==> src/rtl/emmc_pkg.sv <==
// Shared types and constants for the eMMC DAT0 transfer engine.
// CRC framing is built only when EMMC_DAT_CRC_EN is defined.
package emmc_pkg;

  typedef enum logic [3:0] {
    INIT,
    IDLE,
    WR_START,
    WR_DATA,
    WR_CRC,
    WR_END,
    RD_WAIT,
    RD_DATA,
    RD_CRC,
    RD_END,
    DONE
  } xfer_state_e;

  localparam int CRC_W = 16;
  localparam logic [CRC_W-1:0] CRC16_POLY = 16'h1021;
  localparam logic START_BIT = 1'b0;
  localparam logic END_BIT   = 1'b1;

endpackage

==> src/rtl/emmc_crc16.sv <==
// Bit-serial CRC16-CCITT (x^16+x^12+x^5+1), init 0, shared by TX and RX.
// Instantiated only when EMMC_DAT_CRC_EN is defined.
module emmc_crc16
  import emmc_pkg::*;
(
  input  logic             clk_i,
  input  logic             arst_ni,
  input  logic             clr_i,
  input  logic             en_i,
  input  logic             din_i,
  output logic [CRC_W-1:0] crc_o
);

  logic fb;

  assign fb = crc_o[CRC_W-1] ^ din_i;

  always_ff @(posedge clk_i or negedge arst_ni) begin
    if (!arst_ni) begin
      crc_o <= '0;
    end else if (clr_i) begin
      crc_o <= '0;
    end else if (en_i) begin
      crc_o <= {crc_o[CRC_W-2:0], 1'b0}
             ^ (fb ? CRC16_POLY : '0);
    end
  end

endmodule

==> src/rtl/emmc_dat_xfer.sv <==
// Single-DAT-line eMMC block frame engine (write serialize / read capture).
// Define EMMC_DAT_CRC_EN to add CRC16 generation and checking to frames.
module emmc_dat_xfer
  import emmc_pkg::*;
#(
  parameter int DATA_W     = 8,
  parameter int RD_TIMEOUT = 1023,
  parameter int TO_W       = 10
) (
  input  logic              clk_i,
  input  logic              arst_ni,
  input  logic              host_start_i,
  input  logic              host_we_i,
  input  logic [DATA_W-1:0] host_wr_dat_i,
  output logic              host_ready_o,
  output logic [DATA_W-1:0] host_rd_dat_o,
  output logic              host_done_o,
  output logic              host_err_o,
  output logic              dat_o,
  output logic              dat_oe_o,
  input  logic              dat_i
);

  localparam int LEN_MAX = (DATA_W > CRC_W) ? DATA_W : CRC_W;
  localparam int CNT_W   = $clog2(LEN_MAX);

  xfer_state_e       state;
  logic [DATA_W-1:0] tx_sh;
  logic [DATA_W-1:0] rx_sh;
  logic [CNT_W-1:0]  cnt;
  logic [TO_W-1:0]   to_cnt;
  logic              last_dat;

  assign last_dat = (cnt == CNT_W'(DATA_W - 1));

`ifdef EMMC_DAT_CRC_EN
  logic [CRC_W-1:0] crc;
  logic [CRC_W-1:0] crc_sh;
  logic             last_crc;
  logic             crc_clr;
  logic             crc_en;
  logic             crc_din;

  assign last_crc = (cnt == CNT_W'(CRC_W - 1));

  // TX feeds each data bit as it is launched; RX feeds each sampled bit.
  always_comb begin
    crc_clr = (state == IDLE);
    crc_en  = 1'b0;
    crc_din = 1'b0;
    if (state == WR_START || (state == WR_DATA && !last_dat)) begin
      crc_en  = 1'b1;
      crc_din = tx_sh[DATA_W-1];
    end else if (state == RD_DATA) begin
      crc_en  = 1'b1;
      crc_din = dat_i;
    end
  end

  emmc_crc16 u_crc (
    .clk_i  (clk_i),
    .arst_ni(arst_ni),
    .clr_i  (crc_clr),
    .en_i   (crc_en),
    .din_i  (crc_din),
    .crc_o  (crc)
  );
`endif

  always_ff @(posedge clk_i or negedge arst_ni) begin
    if (!arst_ni) begin
      state         <= INIT;
      host_ready_o  <= 1'b0;
      host_done_o   <= 1'b0;
      host_err_o    <= 1'b0;
      host_rd_dat_o <= '0;
      dat_o         <= 1'b1;
      dat_oe_o      <= 1'b0;
      tx_sh         <= '0;
      rx_sh         <= '0;
      cnt           <= '0;
      to_cnt        <= '0;
`ifdef EMMC_DAT_CRC_EN
      crc_sh        <= '0;
`endif
    end else begin
      host_done_o <= 1'b0;
      host_err_o  <= 1'b0;
      case (state)
        INIT: begin
          state        <= IDLE;
          host_ready_o <= 1'b1;
        end
        IDLE: begin
          if (host_start_i && host_ready_o) begin
            host_ready_o <= 1'b0;
            cnt          <= '0;
            to_cnt       <= '0;
            if (host_we_i) begin
              tx_sh    <= host_wr_dat_i;
              dat_o    <= START_BIT;
              dat_oe_o <= 1'b1;
              state    <= WR_START;
            end else begin
              state <= RD_WAIT;
            end
          end
        end
        WR_START: begin
          dat_o <= tx_sh[DATA_W-1];
          tx_sh <= {tx_sh[DATA_W-2:0], 1'b0};
          state <= WR_DATA;
        end
        WR_DATA: begin
          if (last_dat) begin
            cnt <= '0;
`ifdef EMMC_DAT_CRC_EN
            dat_o  <= crc[CRC_W-1];
            crc_sh <= {crc[CRC_W-2:0], 1'b0};
            state  <= WR_CRC;
`else
            dat_o <= END_BIT;
            state <= WR_END;
`endif
          end else begin
            dat_o <= tx_sh[DATA_W-1];
            tx_sh <= {tx_sh[DATA_W-2:0], 1'b0};
            cnt   <= cnt + 1'b1;
          end
        end
`ifdef EMMC_DAT_CRC_EN
        WR_CRC: begin
          if (last_crc) begin
            dat_o <= END_BIT;
            state <= WR_END;
          end else begin
            dat_o  <= crc_sh[CRC_W-1];
            crc_sh <= {crc_sh[CRC_W-2:0], 1'b0};
            cnt    <= cnt + 1'b1;
          end
        end
`endif
        WR_END: begin
          dat_o       <= 1'b1;
          dat_oe_o    <= 1'b0;
          host_done_o <= 1'b1;
          state       <= DONE;
        end
        RD_WAIT: begin
          if (dat_i == START_BIT) begin
            cnt   <= '0;
            state <= RD_DATA;
          end else if (to_cnt == TO_W'(RD_TIMEOUT - 1)) begin
            host_done_o <= 1'b1;
            host_err_o  <= 1'b1;
            state       <= DONE;
          end else begin
            to_cnt <= to_cnt + 1'b1;
          end
        end
        RD_DATA: begin
          rx_sh <= {rx_sh[DATA_W-2:0], dat_i};
          if (last_dat) begin
            cnt <= '0;
`ifdef EMMC_DAT_CRC_EN
            state <= RD_CRC;
`else
            state <= RD_END;
`endif
          end else begin
            cnt <= cnt + 1'b1;
          end
        end
`ifdef EMMC_DAT_CRC_EN
        RD_CRC: begin
          crc_sh <= {crc_sh[CRC_W-2:0], dat_i};
          if (last_crc) begin
            state <= RD_END;
          end else begin
            cnt <= cnt + 1'b1;
          end
        end
`endif
        RD_END: begin
          host_rd_dat_o <= rx_sh;
          host_done_o   <= 1'b1;
`ifdef EMMC_DAT_CRC_EN
          host_err_o <= (dat_i != END_BIT) || (crc_sh != crc);
`else
          host_err_o <= (dat_i != END_BIT);
`endif
          state <= DONE;
        end
        DONE: begin
          host_ready_o <= 1'b1;
          state        <= IDLE;
        end
        default: begin
          host_ready_o <= 1'b0;
          dat_o        <= 1'b1;
          dat_oe_o     <= 1'b0;
          state        <= INIT;
        end
      endcase
    end
  end

endmodule
==> config.mk <==
export PLATFORM = sky130hd
export DESIGN_NAME = emmc_dat_xfer
export DESIGN_NICKNAME = d
export VERILOG_FILES = /design/src/rtl/emmc_pkg.sv /design/src/rtl/emmc_crc16.sv /design/src/rtl/emmc_dat_xfer.sv
export SDC_FILE = /design/constraint.sdc
export NUM_CORES = 1
export LEC_CHECK = 0
export CORE_MARGIN = 2
export CORE_UTILIZATION = 55
export CTS_BUF_LIST = sky130_fd_sc_hd__clkbuf_8
export DETAILED_ROUTE_END_ITERATION = 10
export HOLD_SLACK_MARGIN = 0.06
export PLACE_DENSITY = 0.84
export SYNTH_ARGS = -nofsm -noshare
export SYNTH_HDL_FRONTEND = slang
export SYNTH_SLANG_ARGS = --single-unit
==> constraint.sdc <==
create_clock -name clk_i -period 3.9 [get_ports clk_i]
set_input_delay 1.17 -clock clk_i [delete_from_list [all_inputs] [get_ports clk_i]]
set_output_delay 1.17 -clock clk_i [all_outputs]
set_load 0.02 [all_outputs]
==> summary.md <==
| Metric | Value |
|---|---|
| Slew headroom | `17.7%` |
| Status | `finished clean` |
| CTS Buffer Depth | `2` |
| Register share of total power | `41.2%` |
| Clock slew at the register clock pins of the worst setup and hold paths | `0.09 ns` |
| Hold-fix buffers, CTS | `0` |
| Synth cell count leaders | `dfrtp_1, mux2_2, nand2_1, a21oi_1` |
| Crit end category | `output pin` |
| Ys async rst share | `100%` |
| Buf/Inv on CP | `1` |
| Clock share of power | `15.0%` |
| GP Congestion | `0.790` |
| Final Setup Violations | `0` |
| CTS Sinks | `47` |
| Net Switching | `0.812 mW` |
| Register bit count reported by yosys | `47` |
| Grt ovf | `0` |
| Clock Skews | `0.00698 ns` |
| Ys Warns | `0` |
| FP Rows | `24` |
| Post-detail-place hpwl | `3260 um` |
| Initial antenna violation count | `0` |
| Wire length of the first global-routing pass | `8150 um` |
| Cell Pwr Density | `740 mW/mm^2` |
| Largest net degree at the start of global routing | `48` |
| Hold Path Class | `flip-flop to flip-flop` |
| # DRC | `0` |
| Post-synthesis sequential area ratio | `47.2%` |
| Routed WL per cell | `15.8 um` |
| Postcts setup bufs | `0` |
| I/O pins | `26` |
| Top_reg_cell synth | `dfrtp_1` |
| Gate Count Post-Synth | `226` |
| Worst slew pin tran | `1.22 ns` |
| Drt first pass iters | `4` |
| Die ar. | `0.00509 sq mm` |
| Worst VDD drop | `0.474 mV` |
| Area leader, netlist | `dfrtp_1` |
| All-Layer GR Usage | `20.2%` |
| Cts repair resizes | `0` |
| CTS buffer count | `5` |
| Crit Path Class | `flip-flop to output pin` |
| Final wirelength | `4770 um` |
| Clock latency on the worst-skew pair | `0.31 ns` |
| Req. time, crit path | `2.73 ns` |
| Crit-path max cell delay | `0.59 ns` |
| Synth Net Count | `242` |
| Routed Antenna Nets | `0` |
| CP Launch Type | `flip-flop` |
| Fill count | `334` |
| Top cell type's share of synthesized area | `46.2%` |
| Initial core utilization | `57.2%` |
| Fmax | `385 MHz` |
| Antenna fix cells | `0` |
| Core box area | `0.00435 sq mm` |
| Pint | `1.29 mW` |
| Post-Syn Area | `0.00249 sq mm` |
| CP Max Fanout | `2` |
| Final worst slack | `1.30 ns` |
| Critical-path top delay cell | `clkdlybuf4s50_1` |
| CP arrival | `1.43 ns` |
| Number of synthesized flops with an enable pin | `0` |
| Port Buffers | `25` |
| Drt initial violations | `145` |
| Final period util | `66.6%` |
| Power share of the combinational group | `43.8%` |
| Final hold violations | `0` |
| Setup TNS | `0 ns` |
| CP Cell Sequence | `clkdlybuf4s50_1` |
| Share of layout cells above drive strength 1 | `19.3%` |
| RSZ-0062 raised after global routing | `no` |
| Ranking of synthesized cells by area | `dfrtp_1, mux2_2, and3_1` |
| CTS tree | `yes` |
| Die Height | `71.3 um` |
| Max_cap viols | `0` |
| Synth unique cells | `56` |
| Final #Nets | `264` |
| Final slew viol count | `0` |
| CP top delay family | `buffers and inverters` |
| Place WS | `1.04 ns` |
| Min cycle time layout | `2.60 ns` |
| Syn-to-layout area delta | `14.2%` |
| Sw Share | `38.6%` |
| Root buffer cell | `clkbuf_8` |
| Most common cell in the netlist | `dfrtp_1` |
| Synth Area per Inst | `11.0 sq um` |
| Vias | `1,836` |
| Leakage | `1.26 nW` |
| Drt via density | `6.10` |
| Vias in the first global route | `1,774` |
| H-tree levels | `2` |
| Die width | `71.3 um` |
power groups by stage:
| stage | Sequential (mW) | Clock (mW) | Combinational [mW] |
|---|---|---|---|
| after CTS | 0.863 | 0.321 | 0.929 |
| after detailed placement | 0.873 | 0 | 0.925 |
| after global placement | 0.861 | 0 | 0.895 |
| after global routing | 0.896 | 0.338 | 1.01 |
| after floorplan | 0.845 | 0 | 0.692 |
| final | 0.867 | 0.316 | 0.923 |
worst paths after layout:
check / start / to / slack [ns] / depth (start not counted)
min reg2reg: to_cnt[6]$_DFFE_PN0P_ / to_cnt[6]$_DFFE_PN0P_ / 0.49 / 1
max reg2reg: state[1]$_DFFE_PN0P_ / to_cnt[8]$_DFFE_PN0P_ / 1.52 / 4
max: dat_o$_DFFE_PN1P_ / dat_o / 1.30 / 1
min: to_cnt[6]$_DFFE_PN0P_ / to_cnt[6]$_DFFE_PN0P_ / 0.49 / 1
min in group asynchronous: arst_ni / state[3]$_DFFE_PN0P_ / 1.03 / 1
max in group asynchronous: arst_ni / rx_sh[2]$_DFFE_PN0P_ / 2.24 / 1
cells in the final DEF (no fill, tap or decap), types with 2 or more instances in the layout:
cell type        synthesis  layout
dfrtp_1                 46      46
mux2_2                  29      29
clkdlybuf4s50_1          0      24
nand2_1                 15      15
a21oi_1                 11      11
and3_1                  10      10
o21ai_0                 10      10
nor2_1                   8       8
inv_1                    7       7
nor2b_1                  7       7
a31oi_1                  7       7
clkbuf_8                 0       6
nand3_1                  5       5
nand2b_1                 4       4
o31ai_1                  4       4
o311ai_0                 3       3
a211o_1                  3       3
ha_1                     3       3
and4_1                   2       2
and2_1                   2       2
nand3b_1                 2       2
mux2i_1                  2       2
o22ai_1                  2       2
a21o_1                   2       2
nor3_1                   2       2
state kept, by name, summed over array words and instances (netlist names):
name / count
rx_sh: 8
host_rd_dat_o: 8
cnt: 4
tx_sh: 8
to_cnt: 10
host_done_o: 1
state: 4
host_ready_o: 1
dat_o: 1
host_err_o: 1
dat_oe_o: 1
logic make-up after synthesis:
family                   count (synthesis)  synth area share, %
AO/OA/AOI/OAI                           58                 17.0
buffers and inverters                   18                 3.41
multiplexers                            31                 13.9
AND/OR/NAND/NOR                         69                 16.9
flip-flops                              47                 47.2
adder cells (fa/ha/maj)                  3                 1.51
layout make-up:
class / instances / area [sq um] / area share (%)
clock buffer: 6 / 82.6 / 2.90
clock inverter: 2 / 16.3 / 0.571
inverter: 8 / 30.0 / 1.05
multi-input combinational: 161 / 1230 / 43.2
sequential: 47 / 1180 / 41.4
tap: 52 / 65.1 / 2.29
timing repair buffer: 25 / 245 / 8.62
layer usage:
metal  part of all wire [%]  vias to the layer above  GRT usage (%)
met4                    2.0                        0           7.55
met3                    3.9                        8           4.22
met2                     47                       39           31.5
met1                     48                      902           28.1
met5                      0                        -              0
li1                       -                      887              -
metrics by stage:
stage	std cells	util (%)	power [mW]	hold WS (ns)	instance area (sq um)
floorplan	226	-	1.54	0.445	2490
global placement	293	63.1	1.76	0.465	2750
detailed placement	293	63.1	1.80	0.478	2750
CTS	301	65.4	2.11	0.489	2850
global route	301	65.4	2.24	0.517	2850
finish	301	65.4	2.11	0.492	2850
(Power assumes the default switching activity.)
